$ cat src/rtl/combo_sweeper_pkg.sv
// Shared types and constants for the combo_sweeper stimulus/capture block.
package combo_sweeper_pkg;

  localparam int COMBO_N_IN   = 5;
  localparam int COMBO_SETTLE = 1;

  typedef enum logic [1:0] {
    ST_IDLE   = 2'd0,
    ST_SETTLE = 2'd1,
    ST_SAMPLE = 2'd2,
    ST_FINISH = 2'd3
  } state_t;

  function automatic int table_depth(input int n);
    return 1 << n;
  endfunction

endpackage

$ cat src/rtl/combo_sweeper_if.sv
// Control, stimulus and result signals between a sweep controller and its user.
interface combo_sweeper_if
  import combo_sweeper_pkg::*;
#(
  parameter int N_IN = COMBO_N_IN
);
  localparam int DEPTH = table_depth(N_IN);

  // Handshake: start is sampled only while busy=0; an accepted start raises busy the next
  // cycle, done pulses for one cycle when a full sweep ends, abort drops busy without done.
  logic             start;
  logic             abort;
  logic [DEPTH-1:0] exp_table;
  logic             z_in;
  logic [N_IN-1:0]  in_vec;
  logic             busy;
  logic             done;
  logic             pass;
  logic [DEPTH-1:0] truth_table;
  logic [N_IN:0]    mismatch_cnt;
  logic [N_IN-1:0]  first_fail;
  logic             fail_valid;
  state_t           state_dbg;

  modport master (
    output start, abort, exp_table, z_in,
    input  in_vec, busy, done, pass, truth_table, mismatch_cnt, first_fail, fail_valid,
           state_dbg
  );

  modport slave (
    input  start, abort, exp_table, z_in,
    output in_vec, busy, done, pass, truth_table, mismatch_cnt, first_fail, fail_valid,
           state_dbg
  );

endinterface

$ cat src/rtl/combo_sweeper_settle_timer.sv
// Settle-time counter: cleared by load, counts while enabled, flags the last settle cycle.
module combo_sweeper_settle_timer #(
  parameter int SETTLE = 1
) (
  input  logic clk,
  input  logic rst_n,
  input  logic load,
  input  logic en,
  output logic expire
);
  localparam int W = (SETTLE < 1) ? 1 : $clog2(SETTLE + 1);
  localparam logic [W-1:0] LAST = W'(SETTLE - 1);

  logic [W-1:0] cnt;

  always_ff @(posedge clk) begin
    if (!rst_n || load) begin
      cnt <= '0;
    end else if (en && (cnt != LAST)) begin
      cnt <= cnt + 1'b1;
    end
  end

  assign expire = en && (cnt == LAST);

endmodule

$ cat src/rtl/combo_sweeper.sv
// Sweeps every input vector of the combo gate in order, records z, and compares the
// observed truth table with the expected one.
module combo_sweeper
  import combo_sweeper_pkg::*;
#(
  parameter int N_IN   = COMBO_N_IN,
  parameter int SETTLE = COMBO_SETTLE
) (
  input logic            clk,
  input logic            rst_n,
  combo_sweeper_if.slave bus
);
  localparam int DEPTH = table_depth(N_IN);
  localparam logic [N_IN-1:0] LAST_IDX = {N_IN{1'b1}};

  state_t           state;
  logic [N_IN-1:0]  idx;
  logic [DEPTH-1:0] exp_latch;
  logic [N_IN-1:0]  in_vec_r;
  logic             busy_r;
  logic             done_r;
  logic             pass_r;
  logic [DEPTH-1:0] truth_table_r;
  logic [N_IN:0]    mismatch_cnt_r;
  logic [N_IN-1:0]  first_fail_r;
  logic             fail_valid_r;

  logic timer_load;
  logic timer_en;
  logic timer_expire;
  logic abort_hit;
  logic sample_miss;

  // The timer restarts whenever a new vector is about to be presented.
  assign timer_load  = (state == ST_IDLE) || (state == ST_SAMPLE);
  assign timer_en    = (state == ST_SETTLE);
  assign abort_hit   = bus.abort && ((state == ST_SETTLE) || (state == ST_SAMPLE));
  assign sample_miss = (bus.z_in != exp_latch[idx]);

  combo_sweeper_settle_timer #(
    .SETTLE (SETTLE)
  ) u_timer (
    .clk    (clk),
    .rst_n  (rst_n),
    .load   (timer_load),
    .en     (timer_en),
    .expire (timer_expire)
  );

  always_ff @(posedge clk) begin
    if (!rst_n) begin
      state          <= ST_IDLE;
      idx            <= '0;
      exp_latch      <= '0;
      in_vec_r       <= '0;
      busy_r         <= 1'b0;
      done_r         <= 1'b0;
      pass_r         <= 1'b0;
      truth_table_r  <= '0;
      mismatch_cnt_r <= '0;
      first_fail_r   <= '0;
      fail_valid_r   <= 1'b0;
    end else begin
      done_r <= 1'b0;
      if (abort_hit) begin
        // Partial results stay visible; pass was cleared at start and remains 0.
        state    <= ST_IDLE;
        busy_r   <= 1'b0;
        in_vec_r <= '0;
      end else begin
        unique case (state)
          ST_IDLE: begin
            if (bus.start && !bus.abort) begin
              exp_latch      <= bus.exp_table;
              truth_table_r  <= '0;
              mismatch_cnt_r <= '0;
              first_fail_r   <= '0;
              fail_valid_r   <= 1'b0;
              pass_r         <= 1'b0;
              idx            <= '0;
              in_vec_r       <= '0;
              busy_r         <= 1'b1;
              state          <= ST_SETTLE;
            end
          end
          ST_SETTLE: begin
            if (timer_expire) state <= ST_SAMPLE;
          end
          ST_SAMPLE: begin
            truth_table_r[idx] <= bus.z_in;
            if (sample_miss) begin
              mismatch_cnt_r <= mismatch_cnt_r + 1'b1;
              if (!fail_valid_r) begin
                first_fail_r <= idx;
                fail_valid_r <= 1'b1;
              end
            end
            // Terminal test on idx itself so the index never wraps.
            if (idx == LAST_IDX) begin
              state <= ST_FINISH;
            end else begin
              idx      <= idx + 1'b1;
              in_vec_r <= idx + 1'b1;
              state    <= ST_SETTLE;
            end
          end
          ST_FINISH: begin
            done_r <= 1'b1;
            pass_r <= (mismatch_cnt_r == '0);
            busy_r <= 1'b0;
            state  <= ST_IDLE;
          end
          default: state <= ST_IDLE;
        endcase
      end
    end
  end

  assign bus.in_vec       = in_vec_r;
  assign bus.busy         = busy_r;
  assign bus.done         = done_r;
  assign bus.pass         = pass_r;
  assign bus.truth_table  = truth_table_r;
  assign bus.mismatch_cnt = mismatch_cnt_r;
  assign bus.first_fail   = first_fail_r;
  assign bus.fail_valid   = fail_valid_r;
  assign bus.state_dbg    = state;

endmodule

$ cat src/flat_wrapper.sv
// flat-port wrapper written by rule: the top's interface ports become plain ports
module combo_sweeper_flat import combo_sweeper_pkg::*;
#(
  parameter int N_IN   = COMBO_N_IN,
  parameter int SETTLE = COMBO_SETTLE
)
  (clk, rst_n, bus_start, bus_abort, bus_exp_table, bus_z_in, bus_in_vec, bus_busy, bus_done, bus_pass, bus_truth_table, bus_mismatch_cnt, bus_first_fail, bus_fail_valid, bus_state_dbg);
  combo_sweeper_if #(.N_IN(N_IN)) bus_i ();
  input logic clk;
  input logic rst_n;
  input wire logic [$bits(bus_i.start)-1:0] bus_start;
  input wire logic [$bits(bus_i.abort)-1:0] bus_abort;
  input wire logic [$bits(bus_i.exp_table)-1:0] bus_exp_table;
  input wire logic [$bits(bus_i.z_in)-1:0] bus_z_in;
  output wire logic [$bits(bus_i.in_vec)-1:0] bus_in_vec;
  output wire logic [$bits(bus_i.busy)-1:0] bus_busy;
  output wire logic [$bits(bus_i.done)-1:0] bus_done;
  output wire logic [$bits(bus_i.pass)-1:0] bus_pass;
  output wire logic [$bits(bus_i.truth_table)-1:0] bus_truth_table;
  output wire logic [$bits(bus_i.mismatch_cnt)-1:0] bus_mismatch_cnt;
  output wire logic [$bits(bus_i.first_fail)-1:0] bus_first_fail;
  output wire logic [$bits(bus_i.fail_valid)-1:0] bus_fail_valid;
  output wire logic [$bits(bus_i.state_dbg)-1:0] bus_state_dbg;
  assign bus_i.start = bus_start;
  assign bus_i.abort = bus_abort;
  assign bus_i.exp_table = bus_exp_table;
  assign bus_i.z_in = bus_z_in;
  assign bus_in_vec = bus_i.in_vec;
  assign bus_busy = bus_i.busy;
  assign bus_done = bus_i.done;
  assign bus_pass = bus_i.pass;
  assign bus_truth_table = bus_i.truth_table;
  assign bus_mismatch_cnt = bus_i.mismatch_cnt;
  assign bus_first_fail = bus_i.first_fail;
  assign bus_fail_valid = bus_i.fail_valid;
  assign bus_state_dbg = bus_i.state_dbg;
  combo_sweeper #(.N_IN(N_IN), .SETTLE(SETTLE)) u_core (.clk(clk), .rst_n(rst_n), .bus(bus_i));
endmodule
$ cat config.mk
export PLATFORM = sky130hd
export DESIGN_NAME = combo_sweeper_flat
export DESIGN_NICKNAME = d
export VERILOG_FILES = /design/src/rtl/combo_sweeper_pkg.sv /design/src/rtl/combo_sweeper_if.sv /design/src/rtl/combo_sweeper_settle_timer.sv /design/src/rtl/combo_sweeper.sv /design/src/flat_wrapper.sv
export SDC_FILE = /design/constraint.sdc
export NUM_CORES = 1
export LEC_CHECK = 0
export ABC_AREA = 1
export CAP_MARGIN = 20
export CORE_ASPECT_RATIO = 1.2
export CORE_UTILIZATION = 50
export DETAILED_ROUTE_END_ITERATION = 12
export PLACE_DENSITY = 0.78
export SETUP_SLACK_MARGIN = 0.02
export SKIP_CTS_REPAIR_TIMING = 1
export SYNTH_ARGS = -nofsm -noshare
export SYNTH_HDL_FRONTEND = slang
export SYNTH_SLANG_ARGS = --single-unit
export TNS_END_PERCENT = 30
$ cat constraint.sdc
create_clock -name clk -period 2.56 [get_ports clk]
set_input_delay 0.256 -clock clk [delete_from_list [all_inputs] [get_ports clk]]
set_output_delay 0.256 -clock clk [all_outputs]
set_load 0.02 [all_outputs]
# ---- Word-level counts from Yosys, hierarchy flattened
# Cells that the tools add are included.
dict set report totals {
  reg_bits 92
  input_bits 37
  out_inout_bits 54
  word_cells 81
}
dict set report op_classes {
  n_addsub 3
  magnitude_cmp 2
  eq_ne 10
  mux 27
  n_bitwise 3
  n_reduce_logical 24
}
# op n
set ops {}
lappend ops {{$pmux W32 S2} 1}
lappend ops {{$bwmux W32} 1}
lappend ops {{$mux W32} 1}
lappend ops {{$mux W5} 4}
lappend ops {{$pmux W5 S2} 2}
lappend ops {{$mux W6} 2}
lappend ops {{$pmux W6 S2} 1}
lappend ops {{$reduce_and A3 Y1} 4}
lappend ops {{$pmux W2 S4} 1}
lappend ops {{$reduce_and A4 Y1} 2}
lappend ops {{$add A6 B1 Y6 const B} 1}
lappend ops {{$logic_not A6 Y1} 1}
lappend ops {{$lt A5 B6 Y1 const B} 1}
lappend ops {{$mux W1} 6}
lappend ops {{$mux W2} 3}
lappend ops {{$ne A2 B2 Y1 const B} 3}
lappend ops {{$pmux W1 S2} 3}
lappend ops {{$add A5 B1 Y5 const B} 1}
lappend ops {{$bmux W1 S5} 1}
lappend ops {{$demux W1 S5} 1}
lappend ops {{$eq A5 B5 Y1 const B} 1}
lappend ops {{$ge A5 B1 Y1 const B} 1}
lappend ops {{$logic_and A1 B1 Y1} 5}
lappend ops {{$reduce_and A5 Y1} 1}
lappend ops {{12 further kinds} 21}

# ---- Logic depth before layout (Yosys ltp)
dict set report logic_depth {
  word_depth 6
  mapped_depth 15
  mapped_depth_nobuf 13
}

# ---- By module
# A second synthesis with hierarchy kept.
dict set report unflattened {
  hier_cells 646
  area_unflattened_um2 4393.0
}
# module instances cells_per_inst area_per_inst_um2 seq_area_each_um2
set by_module_without_submodules {}
lappend by_module_without_submodules {combo_sweeper 1 639 4347.9 1821.7}
lappend by_module_without_submodules {combo_sweeper_settle_timer 1 7 45.0 20.0}

# ---- Least setup slack after synthesis
# No wires, ideal clock.
dict set report synth_timing {
  path_type {register -> register}
  from {register u_core.state[0], in the netlist u_core.bus.state_dbg[0]}
  to {register u_core.truth_table_r[23], in the netlist u_core.bus.truth_table[23]}
  setup_time_ns 0.120
  t_arrival_ns 1.864
  required_ns 2.440
  path_slack_ns 0.576
  path_stages_with_launch 12
  path_buffers 1
  synth_period_minus_slack_ns 1.984
  cell_sequence {dfxtp_1 inv_1 ha_1 inv_2 a21oi_1 inv_2 nand2_1 nor2_2 clkbuf_1 o21ai_0 nand2_1 a21oi_1}
}
dict set report synth_via {
  elab_chain_len 5
  word_cells_on_any_way 10
  cone_classes {eq/ne: 3; mux: 1; bitwise: 1; reduce/logical: 5}
}
# item line
set synth_rtl {}
lappend synth_rtl {{from (decl)} combo_sweeper.sv:16} ;# state_t state;
lappend synth_rtl {{from (signal assigned)} combo_sweeper.sv:52} ;# state <= ST_IDLE;
lappend synth_rtl {{from (signal assigned)} combo_sweeper.sv:67} ;# state <= ST_IDLE;
lappend synth_rtl {{from (signal assigned)} combo_sweeper.sv:83} ;# state <= ST_SETTLE;
lappend synth_rtl {{$eq A2 B1 Y1 / $eq A2 B2 Y1 (equally long branches)} {combo_sweeper.sv:37, combo_sweeper.sv:71}}
lappend synth_rtl {{$logic_or A1 B1 Y1} combo_sweeper.sv:37} ;# assign abort_hit = bus.abort && ((state == ST_SETTLE) || (state == ST_SAMPLE));
lappend synth_rtl {{$logic_and A1 B1 Y1} combo_sweeper.sv:37}
lappend synth_rtl {{$not A1 Y1 (no source line)} n/a}
lappend synth_rtl {{$reduce_and A3 Y1 (no source line)} n/a}
lappend synth_rtl {{to (signal, indexed assignment)} combo_sweeper.sv:90} ;# truth_table_r[idx] <= bus.z_in;
lappend synth_rtl {{to (decl)} combo_sweeper.sv:23} ;# logic [DEPTH-1:0] truth_table_r;
# Several ways; a longest one is shown, not always the timed one.
# A chain may end at the register's enable or synchronous reset.

# ---- Worst setup path in the final report
dict set report layout_timing {
  from {register u_core.idx[1]}
  to {register u_core.first_fail_r[0], in the netlist u_core.bus.first_fail[0]}
}
dict set report layout_via {
  elab_chain_len 5
}
# item line
set layout_rtl {}
lappend layout_rtl {{from (decl)} combo_sweeper.sv:17} ;# logic [N_IN-1:0] idx;
lappend layout_rtl {{from (signal assigned)} combo_sweeper.sv:102} ;# idx <= idx + 1'b1;
lappend layout_rtl {{$bmux W1 S5} combo_sweeper.sv:38} ;# assign sample_miss = (bus.z_in != exp_latch[idx]);
lappend layout_rtl {{$mux W1 (implied by the code)} combo_sweeper.sv:38}
lappend layout_rtl {{$ne A1 B1 Y1} combo_sweeper.sv:38}
lappend layout_rtl {{$ne A2 B1 Y1 (no source line)} n/a}
lappend layout_rtl {{$reduce_and A5 Y1 (no source line)} n/a}
lappend layout_rtl {{to (signal assigned)} combo_sweeper.sv:94} ;# first_fail_r <= idx;
lappend layout_rtl {{to (decl)} combo_sweeper.sv:25} ;# logic [N_IN-1:0] first_fail_r;
# Every way passes these cells. The select of a mux whose other input is x is not followed.

==> flow_summary.json <==
{
  "outcome": "finished, final reports clean",
  "multi_input_area_um2": 2140,
  "regArea_um2": 1840,
  "ys_ff_latch": 92,
  "area_delta_synth_final_pct": 26.3,
  "synth_top_area_share_pct": 41.7,
  "cts_root_buf": "clkbuf_8",
  "crit_end": "u_core.bus.first_fail[0]",
  "crit_start": "u_core.idx[1]",
  "initial_utilization_pct": 51.5,
  "nets": 761,
  "finalSetupViolCount": 0,
  "grt_pass1_vias": 3984,
  "drt-initial-drc-count": 279,
  "critPathMaxFanout": 13,
  "cts_tree": "done",
  "p_switching_mw": 2.06,
  "numCtsBuffers": 9,
  "fin_crit_ns": 2.36,
  "die_area_um2": 9210,
  "clockPowerShare_pct": 20.4,
  "pwr_density_cell_nw_per_um2": 871,
  "holdWs_ns": 0.452,
  "die_w_um": 87.8,
  "avgSynthCellArea_um2": 6.97,
  "rows": 37,
  "netlist_area_um2": 4410,
  "layout_worst_path_cycle_share_pct": 92.1,
  "required_ns": 2.85,
  "synth_top_area_cell": "dfxtp_1",
  "rr_startpoint": "u_core.idx[1]",
  "cellLeakagePower_nw": 2.12,
  "hold_violations": 0,
  "power_frac_seq_pct": 35.7,
  "min-delay-path-class": "flop to flop",
  "cts.sinks": 92,
  "swShare_pct": 42.3,
  "final_max_slew_viol_count": 0,
  "timing.fmax_mhz": 424,
  "r2r_end": "u_core.bus.first_fail[0]",
  "clockBufferDepth": 2,
  "finalClockSkew_ns": 0.0115,
  "ys_top_cells_by_area": "dfxtp_1 42%, nand2_1 13%, a21oi_1 9.8%",
  "drtAntennaViolNets": 0,
  "gp_congestion": 0.807,
  "arrival_ns": 2.65,
  "p_comb_share_pct": 43.9,
  "crit_type": "flop to flop",
  "clk_latency_ns": 0.36,
  "dpl.hpwl_um": 7390,
  "yosysSeqAreaShare_pct": 41.7,
  "die_height_um": 105,
  "r2r_cells": 12,
  "dr_total_vias": 4274,
  "syn-num-nets": 682,
  "avgRoutedWirePerCell_um": 12.7,
  "power.ir.vdd_worst_mv": 0.465,
  "viasPerCell": 5.12,
  "first_pass_iters": 5,
  "crit_path_start_kind": "flop",
  "drc": 0,
  "slew_headroom_pct": 62.9,
  "internal_power_mw": 2.80,
  "syn_inst": 633,
  "grt_max_degree": 65,
  "cap_violations": 0,
  "port_buffers": 90,
  "yosysUniqueCellTypes": 30,
  "track_usage_pct": 23.9,
  "regToRegSetupSlack_ns": 0.20,
  "drive_gt1_share_pct": 6.97,
  "postSynth.asyncResetShare_pct": 0,
  "io_pins": 91,
  "routed_wl_um": 10600,
  "overflow": 0,
  "synth_flop_cell": "dfxtp_1",
  "worst_pin_slew_ns": 0.555,
  "n_fill_cell": 763,
  "antenna_found_initial": 0,
  "core_area_um2": 8560,
  "diodes": 0,
  "worstSetupEndpointType": "flop",
  "clk_pin_slew_ns": 0.09,
  "ys_warn_count": 0,
  "cts_max_level": 3,
  "rsz0062_at_grt": "true",
  "synth-edff-count": 0,
  "grt_pass1_wl_um": 17700,
  "tns_ns": 0
}
==> layout by cell type (no fill, tap or decap), drive strengths merged <==
cell / instances
dfxtp: 92
nand4: 12
buf: 12
inv: 70
clkdlybuf4s50: 90
clkbuf: 11
bufinv: 1
nand3: 26
o21ai: 74
nor2: 62
ha: 12
clkinvlp: 1
nand2: 151
xor2: 2
a211oi: 3
xnor2: 1
o31ai: 1
nor4: 1
nor3: 3
clkinv: 2
a21oi: 88
a221oi: 1
nor3b: 1
==> metal layers <==
layer	vias to the layer above	global-route usage [%]	share of wire (%)
li1	2204	-	-
met1	1924	30.3	44
met2	123	38.9	50
met3	23	3.63	4.1
met4	0	12.2	2.6
met5	-	0	0
==> cells in the mapped netlist, drive strengths merged, types with 3 or more instances <==
| cell | n |
|---|---|
| nand2 | 151 |
| dfxtp | 92 |
| a21oi | 88 |
| o21ai | 74 |
| inv | 69 |
| nor2 | 62 |
| nand3 | 26 |
| clkbuf | 23 |
| ha | 12 |
| nand4 | 12 |
| buf | 11 |
| a211oi | 3 |
| nor3 | 3 |
==> cell families after synthesis <==
logic type / count (synthesis) / share of synthesized area [%]
AOI/OAI and AO/OA: 167 / 19.4
xor gates and xnor gates: 3 / 0.596
and+or+nand+nor: 256 / 24.6
DFF: 92 / 41.7
adders and majority gates: 12 / 3.40
buffers and inverters: 103 / 10.3
==> power groups by stage <==
| stage | clock (mW) | sequential [mW] | combinational, mW |
|---|---|---|---|
| after floorplan | 0 | 1.81 | 1.50 |
| after detailed placement | 0 | 1.77 | 2.09 |
| after CTS | 1.01 | 1.73 | 2.10 |
| after global routing | 1.06 | 1.75 | 2.40 |
| after global placement | 0 | 1.76 | 2.04 |
| final | 0.993 | 1.73 | 2.13 |
==> final cells by class <==
| class | instances | area share, % |
|---|---|---|
| flip-flops and latches | 92 | 33.0 |
| repair buffers | 102 | 17.8 |
| inverters | 69 | 4.65 |
| clock buffers | 11 | 2.54 |
| clock inverters | 5 | 1.08 |
| well taps | 117 | 2.63 |
| multi-input cells | 438 | 38.3 |
==> how the worst min path moves through the flow <==
stage | from | to | slack [ns] | cells past startpoint
6_report | u_core.exp_latch[22] | u_core.exp_latch[22] | 0.45 | 2
2_1_floorplan | u_core.u_timer.cnt | u_core.u_timer.cnt | 0.42 | 2
5_1_grt | u_core.u_timer.cnt | u_core.u_timer.cnt | 0.46 | 2
3_3_place_gp | u_core.u_timer.cnt | u_core.u_timer.cnt | 0.43 | 2
3_5_place_dp | u_core.u_timer.cnt | u_core.u_timer.cnt | 0.43 | 2
4_1_cts | u_core.u_timer.cnt | u_core.u_timer.cnt | 0.45 | 2
==> registers in the layout (all words and copies together) (netlist names) <==
register / cells
u_core.bus.state_dbg: 2
u_core.idx: 5
u_core.bus.truth_table: 32
u_core.bus.mismatch_cnt: 6
u_core.bus.in_vec: 5
u_core.u_timer.cnt: 1
u_core.bus.first_fail: 5
u_core.exp_latch: 32
u_core.bus.fail_valid: 1
u_core.bus.busy: 1
u_core.bus.done: 1
u_core.bus.pass: 1
==> per-stage QoR <==
| step | instance area [µm²] | setup slack (ns) | util, % | instances | total power [mW] |
|---|---|---|---|---|---|
| after floorplan | 4410 | 0.576 | - | 633 | 3.31 |
| after global routing | 5580 | 0.000784 | 65.1 | 834 | 5.21 |
| after CTS | 5570 | 0.0901 | 65.0 | 834 | 4.84 |
| after global placement | 5370 | 0.155 | 62.7 | 818 | 3.80 |
| final | 5580 | 0.203 | 65.1 | 834 | 4.86 |
| after detailed placement | 5370 | 0.0546 | 62.7 | 818 | 3.86 |
==> worst max-delay path, stage by stage (launching register included) <==
cell	delay (ns)
dfxtp_1	0.67
inv_1	0.38
nand3_1	0.18
nand2_1	0.10
nand2_1	0.07
nand2_1	0.07
nor2_2	0.16
nand2_1	0.08
nand2_1	0.07
nand2_1	0.06
inv_2	0.15
nand4_1	0.11
a21oi_1	0.18
Power figures use the tool's default switching activity.
